### src/rtl/hazard_stall_controller.sv
// Hazard/stall sequencer for the ID stage of a 5-stage MIPS pipeline.
// Detects load-use hazards, taken-branch flushes and data-memory waits, drives
// the hold/flush/bubble/freeze controls and keeps saturating statistics.
module hazard_stall_controller #(
  parameter int unsigned LU_STALL_CYCLES = 1,
  parameter int unsigned FLUSH_CYCLES    = 1,
  parameter int unsigned MEM_TIMEOUT     = 64,
  parameter int unsigned CNT_W           = 32
) (
  input  logic             clk,
  input  logic             rst,
  input  logic [31:0]      Instruction_IF_ID,
  input  logic             ID_EX_MemRead,
  input  logic [4:0]       ID_EX_Rt,
  input  logic             Branch_Taken,
  input  logic             Mem_Busy,
  output logic             PC_Write,
  output logic             IF_ID_Write,
  output logic             IF_ID_Flush,
  output logic             Bubble_Sel,
  output logic             Pipe_Freeze,
  output logic             Mem_Timeout,
  output logic [CNT_W-1:0] Stall_Count,
  output logic [CNT_W-1:0] Flush_Count
);

  localparam int unsigned CW = 16;

  typedef enum logic [1:0] {
    S_RUN,
    S_LU_STALL,
    S_FLUSH,
    S_MEM_WAIT
  } state_e;

  state_e          state_q, state_d;
  logic [CW-1:0]   cnt_q, cnt_d;
  logic            timeout_q, timeout_d;
  logic [CNT_W-1:0] stall_cnt_q, stall_cnt_d;
  logic [CNT_W-1:0] flush_cnt_q, flush_cnt_d;

  logic [5:0] op;
  logic [4:0] rs, rt;
  logic       uses_rt;
  logic       lu_hazard;
  logic       run_eval;
  logic       unused_imm;

  assign op         = Instruction_IF_ID[31:26];
  assign rs         = Instruction_IF_ID[25:21];
  assign rt         = Instruction_IF_ID[20:16];
  assign unused_imm = ^Instruction_IF_ID[15:0];

  // Decode whether the ID instruction reads rt as a source, then detect load-use
  always_comb begin
    uses_rt   = (op == 6'h00) || (op == 6'h04) || (op == 6'h05) || (op == 6'h2B);
    lu_hazard = ID_EX_MemRead && (ID_EX_Rt != 5'd0) &&
                ((ID_EX_Rt == rs) || (uses_rt && (ID_EX_Rt == rt)));
  end

  // Next-state and control outputs; a released MEM_WAIT falls through to the RUN decision
  always_comb begin
    state_d     = state_q;
    cnt_d       = cnt_q;
    run_eval    = 1'b0;
    PC_Write    = 1'b0;
    IF_ID_Write = 1'b0;
    IF_ID_Flush = 1'b0;
    Bubble_Sel  = 1'b0;
    Pipe_Freeze = 1'b0;

    unique case (state_q)
      S_RUN: run_eval = 1'b1;
      S_LU_STALL: begin
        if (Mem_Busy) begin
          PC_Write    = 1'b1;
          IF_ID_Write = 1'b1;
          Pipe_Freeze = 1'b1;
          state_d     = S_MEM_WAIT;
          cnt_d       = CW'(1);
        end else begin
          PC_Write    = 1'b1;
          IF_ID_Write = 1'b1;
          Bubble_Sel  = 1'b1;
          if (cnt_q <= CW'(1)) begin
            state_d = S_RUN;
            cnt_d   = '0;
          end else begin
            cnt_d = cnt_q - CW'(1);
          end
        end
      end
      S_FLUSH: begin
        if (Mem_Busy) begin
          PC_Write    = 1'b1;
          IF_ID_Write = 1'b1;
          Pipe_Freeze = 1'b1;
          state_d     = S_MEM_WAIT;
          cnt_d       = CW'(1);
        end else begin
          IF_ID_Flush = 1'b1;
          if (cnt_q <= CW'(1)) begin
            state_d = S_RUN;
            cnt_d   = '0;
          end else begin
            cnt_d = cnt_q - CW'(1);
          end
        end
      end
      S_MEM_WAIT: begin
        if (Mem_Busy) begin
          PC_Write    = 1'b1;
          IF_ID_Write = 1'b1;
          Pipe_Freeze = 1'b1;
          if (cnt_q != {CW{1'b1}}) begin
            cnt_d = cnt_q + CW'(1);
          end
        end else begin
          run_eval = 1'b1;
        end
      end
      default: begin
        state_d = S_RUN;
        cnt_d   = '0;
      end
    endcase

    if (run_eval) begin
      if (Mem_Busy) begin
        PC_Write    = 1'b1;
        IF_ID_Write = 1'b1;
        Pipe_Freeze = 1'b1;
        state_d     = S_MEM_WAIT;
        cnt_d       = CW'(1);
      end else if (lu_hazard) begin
        PC_Write    = 1'b1;
        IF_ID_Write = 1'b1;
        Bubble_Sel  = 1'b1;
        if (LU_STALL_CYCLES > 1) begin
          state_d = S_LU_STALL;
          cnt_d   = CW'(LU_STALL_CYCLES - 1);
        end else begin
          state_d = S_RUN;
          cnt_d   = '0;
        end
      end else if (Branch_Taken) begin
        IF_ID_Flush = 1'b1;
        if (FLUSH_CYCLES > 1) begin
          state_d = S_FLUSH;
          cnt_d   = CW'(FLUSH_CYCLES - 1);
        end else begin
          state_d = S_RUN;
          cnt_d   = '0;
        end
      end else begin
        state_d = S_RUN;
        cnt_d   = '0;
      end
    end

    // Reset fills the pipe with NOPs and aborts any sequence in progress
    if (rst) begin
      state_d     = S_RUN;
      cnt_d       = '0;
      PC_Write    = 1'b1;
      IF_ID_Write = 1'b1;
      IF_ID_Flush = 1'b1;
      Bubble_Sel  = 1'b1;
      Pipe_Freeze = 1'b0;
    end
  end

  // Sticky timeout and saturating statistics for the current cycle's controls
  always_comb begin
    timeout_d   = timeout_q;
    stall_cnt_d = stall_cnt_q;
    flush_cnt_d = flush_cnt_q;
    if (Pipe_Freeze && (32'(cnt_d) >= MEM_TIMEOUT)) begin
      timeout_d = 1'b1;
    end
    if (PC_Write && (stall_cnt_q != {CNT_W{1'b1}})) begin
      stall_cnt_d = stall_cnt_q + CNT_W'(1);
    end
    if (IF_ID_Flush && (flush_cnt_q != {CNT_W{1'b1}})) begin
      flush_cnt_d = flush_cnt_q + CNT_W'(1);
    end
  end

  // State, sequence counter, timeout flag and statistics registers
  always_ff @(posedge clk) begin
    if (rst) begin
      state_q     <= S_RUN;
      cnt_q       <= '0;
      timeout_q   <= 1'b0;
      stall_cnt_q <= '0;
      flush_cnt_q <= '0;
    end else begin
      state_q     <= state_d;
      cnt_q       <= cnt_d;
      timeout_q   <= timeout_d;
      stall_cnt_q <= stall_cnt_d;
      flush_cnt_q <= flush_cnt_d;
    end
  end

  assign Mem_Timeout = timeout_q;
  assign Stall_Count = stall_cnt_q;
  assign Flush_Count = flush_cnt_q;

endmodule

### config.mk
export PLATFORM = sky130hd
export DESIGN_NAME = hazard_stall_controller
export DESIGN_NICKNAME = d
export VERILOG_FILES = /design/src/rtl/hazard_stall_controller.sv
export SDC_FILE = /design/constraint.sdc
export NUM_CORES = 1
export LEC_CHECK = 0
export CAP_MARGIN = 15
export CORE_ASPECT_RATIO = 1.2
export CORE_UTILIZATION = 30
export DETAILED_ROUTE_END_ITERATION = 7
export PLACE_DENSITY_LB_ADDON = 0.05
export SETUP_SLACK_MARGIN = 0.2
export SYNTH_ARGS = -nofsm -noshare
export SYNTH_HDL_FRONTEND = slang
export SYNTH_SLANG_ARGS = --single-unit
### constraint.sdc
create_clock -name clk -period 3.2 [get_ports clk]
set_input_delay 0.64 -clock clk [delete_from_list [all_inputs] [get_ports clk]]
set_output_delay 0.64 -clock clk [all_outputs]
set_load 0.1 [all_outputs]
==> run_results.csv <==
group,metric,value,unit
pwr,p_per_area,408,nW/um^2
critical_path,endpoint_kind,"primary output",
clocking,numCtsBuffers,9,
timing,setup_viol,0,
grt,grt_pass1_vias,4437,
synth,ys_warn_count,0,
floorplan,rows,48,
floorplan,coreArea,14500,sq um
critical_path,ff2ff_path_depth,6,
synth,synthArstFlopShare,0,%
placed_design,portBuffers,95,
grt,antenna_found_initial,0,
placed_design,place_congestion,0.812,
placed_design,dp.cells,852,
final_layout,n_fill_cell,1507,
critical_path,cp.arrival,2.28,ns
synth,netlist_area,4510,sq um
critical_path,critPathLaunchType,"primary input",
final_layout,drive_gt1_share,24.4,%
pwr,ir_drop,0.193,mV
timing,final.setup.tns,0,ns
route,antenna_left,0,
synth,yosys.area.top_type,"dfxtp_1",
route,drc,0,
floorplan,die_w,114,microns
pwr,total_power,2.50,mW
synth,yosysUniqueCellTypes,45,
clocking,cts_tree,"yes",
synth,synth_edf_count,0,
synth,yosysMostFrequentCell,"dfxtp_1",
grt,grt_usage,18.5,%
clocking,insertion_delay,0.35,ns
route,vias,4734,
timing,rsz0062_at_grt,"no",
clocking,cts_num_sinks,82,
final_layout,stdcell_area,6130,sq um
route,wl_per_cell,15.9,microns
floorplan,start_util,31.1,%
run,maxCapViolations,0,
clocking,root_buffer,"clkbuf_16",
timing,finalCriticalPeriod,2.92,ns
grt,grt-ovfl-total,0,
placed_design,dp_hpwl,9800,microns
floorplan,io_pins,112,
final_layout,final_nets,710,
floorplan,die_y,136,microns
synth,synth-main-ff-cell,"dfxtp_1",
critical_path,critPathRequiredTime,2.56,ns
critical_path,crit_type,"in2out",
synth,synth_common_cells,"dfxtp_1, a21oi_1, o21ai_0",
final_layout,final_cells,868,
final_layout,syn2layout_area_growth,35.7,%
floorplan,die_area,15500,sq um
grt,grt_max_degree,69,
synth,ys_seq_area_share,36.4,%
synth,ys_seq_elements,82,
synth,syn_nets,610,
clocking,clk_pin_slew,0.06,ns
critical_path,path_max_fanout,3,
pwr,power.leakage,2.19,nW
timing,slew_headroom,48.3,%
synth,syn_area_per_cell,7.99,sq um
timing,final_hold_viol_count,0,
route,first_iter_violations,211,
timing,clock.fmax,343,MHz
final_layout,num_antenna_cells,0,
run_status,status,"finished clean",
synth,synth.area.top_cells,"dfxtp_1, a21oi_1, nand4_1, or3_1, o21ai_0",
final_layout,final_core_util,42.2,%
timing,finalCritPeriodShare,91.2,%
timing,hold_slack,0.461,ns
synth,synth_top_area_share,36.4,%
route,vias_per_cell,5.45,
route,totalWireLength,13800,microns
clocking,clk_path_buf_depth,2,
timing,slew_violations,0,
timing,tightest_slew,0.775,ns
timing,setup_ws,0.283,ns
timing,fin_worst_skew,0.00676,ns
placed_design,post-place-ws,-0.285,ns
route,drt_pre_antenna_iters,4,
min_path,whs_path_depth,1,
synth,synthCells,565,
placed_design,postPlaceCellArea,5720,sq um
min_path,hold_class,"reg2reg",
clocking,htree_levels,3,
grt,grt_pass1_wl,22600,microns
## cell families (layout without fill, tap and decap cells)
group / after synthesis / after routing / share of synthesized area (%)
muxes: 13 / 13 / 3.13
buffers and inverters: 49 / 152 / 4.52
AOI/OAI and AO/OA: 136 / 136 / 18.5
adders and majority gates: 3 / 3 / 0.832
DFF: 82 / 82 / 36.4
and+or+nand+nor: 267 / 267 / 33.7
xor gates and xnor gates: 15 / 15 / 2.91
## placed cells by master, fill, tap and decap left out, types with 5 or more instances in the layout
cell	instances
xnor2_1	5
dfxtp_1	82
a31oi_1	6
nor4_1	13
or4_1	21
or3_1	35
buf_12	5
nor2_1	33
a21oi_1	50
inv_1	11
and4_1	10
nand4_1	37
mux2_2	9
nand2_1	28
clkbuf_16	9
o21a_1	8
nor3_1	11
o21ai_0	38
buf_6	6
nand3_1	33
buf_4	94
and3_1	13
o31ai_1	13
nor2b_1	10
and2_1	9
clkbuf_2	8
dlymetal6s2s_1	6
## cell type report
| class | instances | area (sq um) | area share [%] |
|---|---|---|---|
| multi-input combinational | 434 | 2810 | 45.9 |
| sequential | 82 | 1640 | 26.8 |
| timing repair buffer | 125 | 1040 | 17.0 |
| tap | 200 | 250 | 4.08 |
| clock buffer | 11 | 233 | 3.80 |
| clock inverter | 3 | 90.1 | 1.47 |
| inverter | 13 | 56.3 | 0.919 |
## path summary, 6_finish.rpt
path | startpoint | to | slack, ns
max | Instruction_IF_ID[27] | Bubble_Sel | 0.28
min reg2reg | state_q[0] | cnt_q[0] | 0.46
min | state_q[0] | cnt_q[0] | 0.46
max reg2reg | cnt_q[0] | Mem_Timeout | 0.57
## routing by layer
metal	global-route usage [%]	vias to the layer above	part of all wire, %
met1	22.2	2274	44
met3	2.32	13	3.3
met5	0	-	0
met4	7.79	0	2.0
li1	-	2348	-
met2	33.0	99	51
## registers in the layout, summed over array words and instances (netlist names)
| name | cells |
|---|---|
| Flush_Count | 32 |
| Stall_Count | 32 |
| cnt_q | 16 |
| Mem_Timeout | 1 |
| state_q | 1 |
## worst max-delay path, stage by stage
cell and delay (ns):
clkbuf_2 0.09, or4_4 0.54, a2111oi_4 0.29, buf_4 0.21, nor2_4 0.04, o31ai_4 0.25, buf_12 0.21
## power by group
part | leakage, nW | internal, mW | total [mW] | switching (mW)
logic | 1.37 | 0.102 | 0.283 | 0.182
registers | 0.662 | 1.03 | 1.04 | 0.0105
clock network | 0.156 | 0.755 | 1.18 | 0.424
total | 2.19 | 1.89 | 2.50 | 0.616
## timing repair
item                       4_1_cts  5_1_grt
resized for setup               42       43
hold buffers                     0        0
setup buffers                    2        0
pin swaps                        9       16
setup endpoints to repair       11       14
Power figures use the tool's default switching activity.
